File: src/rtl/aes_pkg.sv
// Shared AES types, constants and byte-level helpers.
// Used by the SubBytes / MixColumns family of stages.
package aes_pkg;

  // 4x4 state, byte [r][c]
  typedef logic [3:0][3:0][7:0] state_t;

  localparam logic [7:0] AES_REDUCE   = 8'h1B;
  localparam logic [7:0] INV_AFFINE_C = 8'h05;
  localparam logic [7:0] FWD_AFFINE_C = 8'h63;

  typedef enum logic [1:0] {
    ISB_IDLE    = 2'd0,
    ISB_COMPUTE = 2'd1,
    ISB_DONE    = 2'd2
  } isb_state_e;

  // inverse affine: rotl1 ^ rotl3 ^ rotl6 ^ 0x05
  function automatic logic [7:0] invaff(
    input logic [7:0] s
  );
    return {s[6:0], s[7]}
         ^ {s[4:0], s[7:5]}
         ^ {s[1:0], s[7:2]}
         ^ INV_AFFINE_C;
  endfunction

  // forward affine: s ^ rotl1..rotl4 ^ 0x63
  function automatic logic [7:0] fwdaff(
    input logic [7:0] s
  );
    return s
         ^ {s[6:0], s[7]}
         ^ {s[5:0], s[7:6]}
         ^ {s[4:0], s[7:5]}
         ^ {s[3:0], s[7:4]}
         ^ FWD_AFFINE_C;
  endfunction

endpackage

File: src/rtl/gf256_mul.sv
// Combinational GF(2^8) multiply, reduced mod 0x11B.
// Ports: a, b operands; p = a*b.
module gf256_mul
  import aes_pkg::*;
(
  input  logic [7:0] a,
  input  logic [7:0] b,
  output logic [7:0] p
);

  logic [7:0] t;

  // shift-and-add with xtime reduction per bit
  always_comb begin
    p = '0;
    t = a;
    for (int k = 0; k < 8; k++) begin
      if (b[k]) p = p ^ t;
      if (t[7]) t = {t[6:0], 1'b0} ^ AES_REDUCE;
      else      t = {t[6:0], 1'b0};
    end
  end

endmodule

File: src/rtl/inv_sub_bytes_iter.sv
// Iterative AES InvSubBytes: invaff then x^254 per byte.
// Ports: clk, reset (sync high), in_valid/in_ready/in_state,
//   out_valid/out_ready/out_state, busy (high in COMPUTE).
module inv_sub_bytes_iter
  import aes_pkg::*;
#(
  parameter int LANES = 16
) (
  input  logic   clk,
  input  logic   reset,
  input  logic   in_valid,
  output logic   in_ready,
  input  state_t in_state,
  output logic   out_valid,
  input  logic   out_ready,
  output state_t out_state,
  output logic   busy
);

  localparam int PASSES = 16 / LANES;
  localparam int PW =
    (PASSES > 1) ? $clog2(PASSES) : 1;
  localparam logic [PW-1:0] LAST =
    PW'(PASSES - 1);

  isb_state_e    st;
  logic [PW-1:0] pass;
  logic [2:0]    step;

  // flat byte i = c*4 + r
  logic [7:0] b   [16];
  logic [7:0] res [16];

  logic [7:0] sq     [LANES];
  logic [7:0] acc    [LANES];
  logic [3:0] idx    [LANES];
  logic [7:0] sq_in  [LANES];
  logic [7:0] acc_in [LANES];
  logic [7:0] sq2    [LANES];
  logic [7:0] prod   [LANES];

  assign in_ready  = (st == ISB_IDLE);
  assign busy      = (st == ISB_COMPUTE);
  assign out_valid = (st == ISB_DONE);

  // step 0 seeds from b and 1 directly, so
  // seven steps give b^(2+4+...+128) = b^254
  always_comb begin
    for (int l = 0; l < LANES; l++) begin
      idx[l] = 4'(int'(pass) * LANES + l);
      if (step == 3'd0) begin
        sq_in[l]  = b[idx[l]];
        acc_in[l] = 8'h01;
      end else begin
        sq_in[l]  = sq[l];
        acc_in[l] = acc[l];
      end
    end
  end

  for (genvar l = 0; l < LANES; l++) begin : g_lane
    gf256_mul u_sq (
      .a (sq_in[l]),
      .b (sq_in[l]),
      .p (sq2[l])
    );
    gf256_mul u_mul (
      .a (acc_in[l]),
      .b (sq2[l]),
      .p (prod[l])
    );
  end

  always_ff @(posedge clk) begin
    if (reset) begin
      st   <= ISB_IDLE;
      pass <= '0;
      step <= '0;
      for (int i = 0; i < 16; i++) begin
        b[i]   <= '0;
        res[i] <= '0;
      end
      for (int l = 0; l < LANES; l++) begin
        sq[l]  <= '0;
        acc[l] <= '0;
      end
    end else begin
      unique case (st)
        ISB_IDLE: begin
          if (in_valid) begin
            for (int i = 0; i < 16; i++)
              b[i] <= invaff(in_state[i % 4][i / 4]);
            pass <= '0;
            step <= '0;
            st   <= ISB_COMPUTE;
          end
        end
        ISB_COMPUTE: begin
          for (int l = 0; l < LANES; l++) begin
            sq[l]  <= sq2[l];
            acc[l] <= prod[l];
          end
          if (step == 3'd6) begin
            for (int l = 0; l < LANES; l++)
              res[idx[l]] <= prod[l];
            step <= '0;
            if (pass == LAST) st <= ISB_DONE;
            else pass <= pass + 1'b1;
          end else begin
            step <= step + 3'd1;
          end
        end
        ISB_DONE: begin
          if (out_ready) st <= ISB_IDLE;
        end
        default: st <= ISB_IDLE;
      endcase
    end
  end

  for (genvar i = 0; i < 16; i++) begin : g_out
    assign out_state[i % 4][i / 4] = res[i];
  end

endmodule

File: config.mk
export PLATFORM = sky130hd
export DESIGN_NAME = inv_sub_bytes_iter
export DESIGN_NICKNAME = d
export VERILOG_FILES = /design/src/rtl/aes_pkg.sv /design/src/rtl/gf256_mul.sv /design/src/rtl/inv_sub_bytes_iter.sv
export SDC_FILE = /design/constraint.sdc
export NUM_CORES = 2
export LEC_CHECK = 0
export CORE_MARGIN = 1
export CORE_UTILIZATION = 45
export DETAILED_ROUTE_END_ITERATION = 10
export GPL_ROUTABILITY_DRIVEN = 0
export PLACE_DENSITY = 0.59
export SLEW_MARGIN = 20
export SYNTH_ARGS = -nofsm -noshare
export SYNTH_HDL_FRONTEND = slang
export SYNTH_SLANG_ARGS = --single-unit
File: constraint.sdc
create_clock -name clk -period 11.65 [get_ports clk]
set_input_delay 2.33 -clock clk [delete_from_list [all_inputs] [get_ports clk]]
set_output_delay 2.33 -clock clk [all_outputs]
set_load 0.01 [all_outputs]
## Yosys cells after proc, flatten, opt, wreduce, memory -nomap -nowiden

Memories as Yosys holds them, arrays and structs flattened.
Cells that the tools add are included.

| operators by class | value |
|---|---|
| add/sub/neg operators | 17 |
| multipliers | 0 |
| reduce and logical (&&, ||, !) cells | 21 |
| shift-type cells | 0 |
| eq/ne operators | 7 |
| muxes and demuxes | 631 |
| bitwise gates (word level) | 545 |
| divide/modulo/power cells | 0 |
| magnitude comparators | 0 |

Operators by type and width:

| kind | number |
|---|---|
| 8-bit 2-to-1 mux | 352 |
| 8-bit XOR | 256 |
| 5-bit 2-to-1 mux | 224 |
| 4-bit NOT | 224 |
| 8-bit OR reduction | 15 |
| 4-bit 2-to-1 mux | 15 |
| 1-bit OR | 49 |
| 2-bit NOT | 16 |
| 1-bit 2-to-1 mux | 31 |
| 1-bit by 3-bit adder with 4-bit output, both inputs constant | 6 |
| 1-bit by 4-bit adder with 4-bit output, both inputs constant | 4 |
| 1-bit by 2-bit adder with 3-bit output, both inputs constant | 3 |
| 2-bit 2-to-1 mux | 4 |
| 3-bit 2-to-1 mux | 2 |
| 2-bit case mux with 3 select lines | 1 |
| 3-bit case mux with 2 select lines | 1 |
| 1-bit by 1-bit adder with 2-bit output, both inputs constant | 2 |
| 2-bit by 1-bit != test with 1-bit output, second input constant | 2 |
| 2-bit != test, second input constant | 2 |
| 4-bit AND reduction | 1 |
| 3-bit by 1-bit adder with 3-bit output, second input constant | 1 |
| 3-bit equality test, second input constant | 1 |
| 3-bit logical NOT | 1 |
| 3-bit AND reduction | 1 |
| other kinds (7) | 7 |

| word-level totals | value |
|---|---|
| latch bits | 0 |
| register bits | 6 |
| memories | 4 |
| memory bits (read-only) | 0 |
| bits of input ports | 132 |
| bits in writable memories | 512 |
| output and inout port bits | 131 |
| word-level logic and storage cells | 1228 |

Memory list:

| name | depth | bits a word | read ports | clocked after memory_dff | wr ports | line | text |
|---|---|---|---|---|---|---|---|
| acc | 16 | 8 | 16 | 0 | 16 | inv_sub_bytes_iter.sv:35 | `logic [7:0] acc [LANES];` |
| b | 16 | 8 | 16 | 0 | 16 | inv_sub_bytes_iter.sv:31 | `logic [7:0] b [16];` |
| res | 16 | 8 | 16 | 0 | 16 | inv_sub_bytes_iter.sv:32 | `logic [7:0] res [16];` |
| sq | 16 | 8 | 16 | 0 | 16 | inv_sub_bytes_iter.sv:34 | `logic [7:0] sq [LANES];` |

## Depth between registers and ports, before layout

An unclocked memory read counts as a cell.

| depth | value |
|---|---|
| depth after elaboration | 35 |
| mapped depth | 23 |
| mapped depth without buffers | 15 |

## By module

A second synthesis with hierarchy kept.

| second synthesis, totals | value |
|---|---|
| cell total of the unflattened synthesis | 7050 |
| area total of the unflattened synthesis | 65557.9 um2 |

By module, submodules not included:

| module | area an instance (um2) | times used | cells an instance | seq. area each (um2) |
|---|---|---|---|---|
| gf256_mul | 1331.3 | 32 | 169 | 0.0 |
| inv_sub_bytes_iter | 22957.0 | 1 | 1642 | 15474.8 |

## Worst setup path after synthesis

No wires, ideal clock.

| path | value |
|---|---|
| path kind | in2reg |
| start | input port reset |
| end | memory acc[0][0] (enable) |
| arrival | 7.012 ns |
| stages on the path | 4 |
| path buffers | 2 |
| slack | 2.658 ns |
| required time | 9.670 ns |
| library setup time | 1.980 ns |
| cell sequence | clkbuf_1 > inv_1 > clkbuf_1 > nand2_1 |

RTL lines:

| item | line | text |
|---|---|---|
| start, declared | inv_sub_bytes_iter.sv:10 | `input logic reset,` |
| end, declared | inv_sub_bytes_iter.sv:35 |  |

==> impl_results.md <==
* Min Tclk post-route at 6.83 ns
* Final worst-path cycle share at 58.6%
* Placed cell area at 60100 um2
* CORE AREA at 126000 um2
* Hpwl dp at 111 mm
* # hold bufs at CTS at 0
* Vias at 47500
* CTS Root Cell: clkbuf_16
* Hold Path Class: reg -> reg
* Dominant cell type by area after synthesis: edfxtp_1
* Max Slew Vio Count at 0
* # setup viols final at 0
* Post-Syn Instances at 6596
* Routed WL per cell at 19.8 um
* Number of global-route vias before repair at 45000
* Layout area overhead at 9.69%
* P_leak at 22.6 nW
* Starting DRT DRC Count at 3793
* WS Path Type: reg -> reg
* Distinct cells, synth at 117
* Predominant post-synthesis flop cell: edfxtp_1
* H-tree levels at 3
* Top-area cell type share of the netlist area at 26.9%
* Fill cells at 11900
* Setup TNS at 0 ns
* Slew @ Worst Pin at 1.17 ns
* CTS Sinks at 517
* DRC at 0
* Critical Path RT at 12.06 ns
* Max_cap viols at 0
* Drt pass-1 iters at 6
* Async SR Flop Fraction at 0%
* CP endpoint kind: flip-flop
* Std cell rows at 130
* TritonCTS clock tree: done
* Mapped cell area at 57100 um2
* Unrepaired setup endpoints after global routing: false
* Post-synthesis area per instance at 8.66 um2
* Initial core utilization at 45.4%
* Number of synthesized flops with an enable pin at 512
* Status: complete, no violations
* Total setup buffers inserted after CTS at 0
* Antenna-violating nets left at 0
* Share of layout cells above drive strength 1 at 6.31%
* Clk buf depth at 3
* Most frequent cell after synthesis: xnor2_1
* Layout Nets at 6685
* Worst-skew pair later-pin latency at 0.68 ns
* Gr ovfl total at 0
* Via-to-Cell Ratio at 5.76
* Count of final hold-check violations at 0
* Port bufs at 262
* Num CTS Buffers at 71
* Synth Register Bits at 517
* Data arrival time of the worst path at 7.23 ns
* First-pass GRT wire length at 256 mm
* Die Footprint at 128000 um2
* Chip height at 358 um
* Critical path fanouts, max at 79
* Max Fclk at 146 MHz
* Final instance area at 62700 um2
* Pwr Density at 251 nW/um2
* Post-CTS sizing at 0
* Initial antenna violation count at 1
* Die extent in x at 358 um
* CP startpoint kind: flip-flop
* Synth top cells by count: 1154 x xnor2_1, 869 x nor2_1, 780 x nand2_1
* Largest net degree at the start of global routing at 135
* Tot GR Track Use at 24.8%
* Seq/Total Area, Yosys at 27.1%
* Area contributors post-synth: edfxtp_1 27%, xnor2_1 18%, xor2_1 6.6%
* Post-Route Skew at 0.0284 ns
* Worst vdd ir at 158 uV
* Yosys Warn Count at 0
* CTS clock-pin slew for the worst setup and hold paths at 0.06 ns
* Syn nets at 6744
* WL final at 164 mm
* IO Count at 263
* Slew headroom at 21.1%
==> layout make-up <==
cell class / instances / area, um2 / area share (%)
clock buffers: 85 / 1850 / 2.95
well taps: 1650 / 2060 / 3.29
repair buffers: 324 / 3130 / 4.99
clock inverters: 43 / 642 / 1.02
multi-input cells: 5514 / 39100 / 62.4
diodes: 1 / 2.50 / 0.00399
inverters: 109 / 409 / 0.653
flip-flops and latches: 517 / 15500 / 24.7
==> metrics by stage <==
| stage | util (%) | total power, mW | worst slack, ns | cells | hold WS [ns] |
|---|---|---|---|---|---|
| finish | 49.9 | 15.7 | 4.82 | 8243 | 0.562 |
| global route | 49.9 | 16.8 | 4.43 | 8243 | 0.607 |
| CTS | 49.8 | 15.7 | 4.90 | 8241 | 0.563 |
| detailed placement | 47.8 | 13.2 | 4.92 | 8113 | 0.551 |
| global placement | 47.8 | 13.1 | 5.05 | 8113 | 0.522 |
| floorplan | - | 11.1 | 2.66 | 6596 | 0.489 |
==> placed cells by master, fill, tap and decap left out, types with 68 or more instances in the layout <==
cell type / n
xnor2_1: 1145
nor2_1: 868
nand2_1: 775
edfxtp_1: 512
xor2_1: 430
clkdlybuf4s50_1: 261
a21oi_1: 214
o21ai_0: 205
xnor3_1: 133
and2_1: 129
nand3_1: 128
mux2i_1: 117
nor3_1: 111
inv_1: 100
o31a_1: 84
o31ai_1: 77
clkbuf_16: 72
o211ai_1: 68
==> registers in the layout, indices dropped and copies added, names as in the netlist <==
register  cells
acc         128
res         128
sq          128
step          3
st            2
b           128
==> final timing paths <==
path	start	to	slack, ns	cells after the start
min reg2reg	st[0]$_SDFFE_PP0P_	st[0]$_SDFFE_PP0P_	0.56	1
min	st[0]$_SDFFE_PP0P_	st[0]$_SDFFE_PP0P_	0.56	1
max reg2reg	step[0]$_SDFFE_PP0P_	acc[0][43]$_SDFFCE_PN0P_	4.82	16
max	step[0]$_SDFFE_PP0P_	acc[0][43]$_SDFFCE_PN0P_	4.82	16
==> where the power goes <==
group          internal [mW]  total [mW]  switching, mW
combinational           4.50        10.1           5.57
sequential              2.65        3.24          0.581
clock                   1.47        2.40          0.928
==> cells by family after synthesis <==
| logic type | synth area share (%) |
|---|---|
| AND/OR/NAND/NOR | 20.5 |
| XOR/XNOR | 30.4 |
| AO/OA/AOI/OAI | 14.2 |
| buffers and inverters | 4.75 |
| flip-flops | 27.1 |
| multiplexers | 2.68 |
| adder cells (fa/ha/maj) | 0.350 |
==> critical path, stage by stage, from the launching register on <==
cell	delay, ns
dfxtp_4	0.95
buf_4	0.83
buf_4	0.62
nor4b_1	0.18
nor2_1	0.35
inv_2	0.14
ha_1	0.42
or3_1	0.46
and3_1	0.23
nor3_4	0.24
xor2_1	0.75
mux2i_1	0.23
a2111o_1	0.42
a21oi_1	0.19
xnor2_1	0.16
xnor2_1	0.16
nor2_1	0.06
==> per-layer routing <==
| layer | global-route usage (%) | wire (um) |
|---|---|---|
| met5 | 0 | 0 |
| met3 | 3.12 | 9690 |
| met4 | 7.26 | 3780 |
| met2 | 39.3 | 74200 |
| met1 | 35.3 | 75900 |
(Power assumes the default switching activity.)
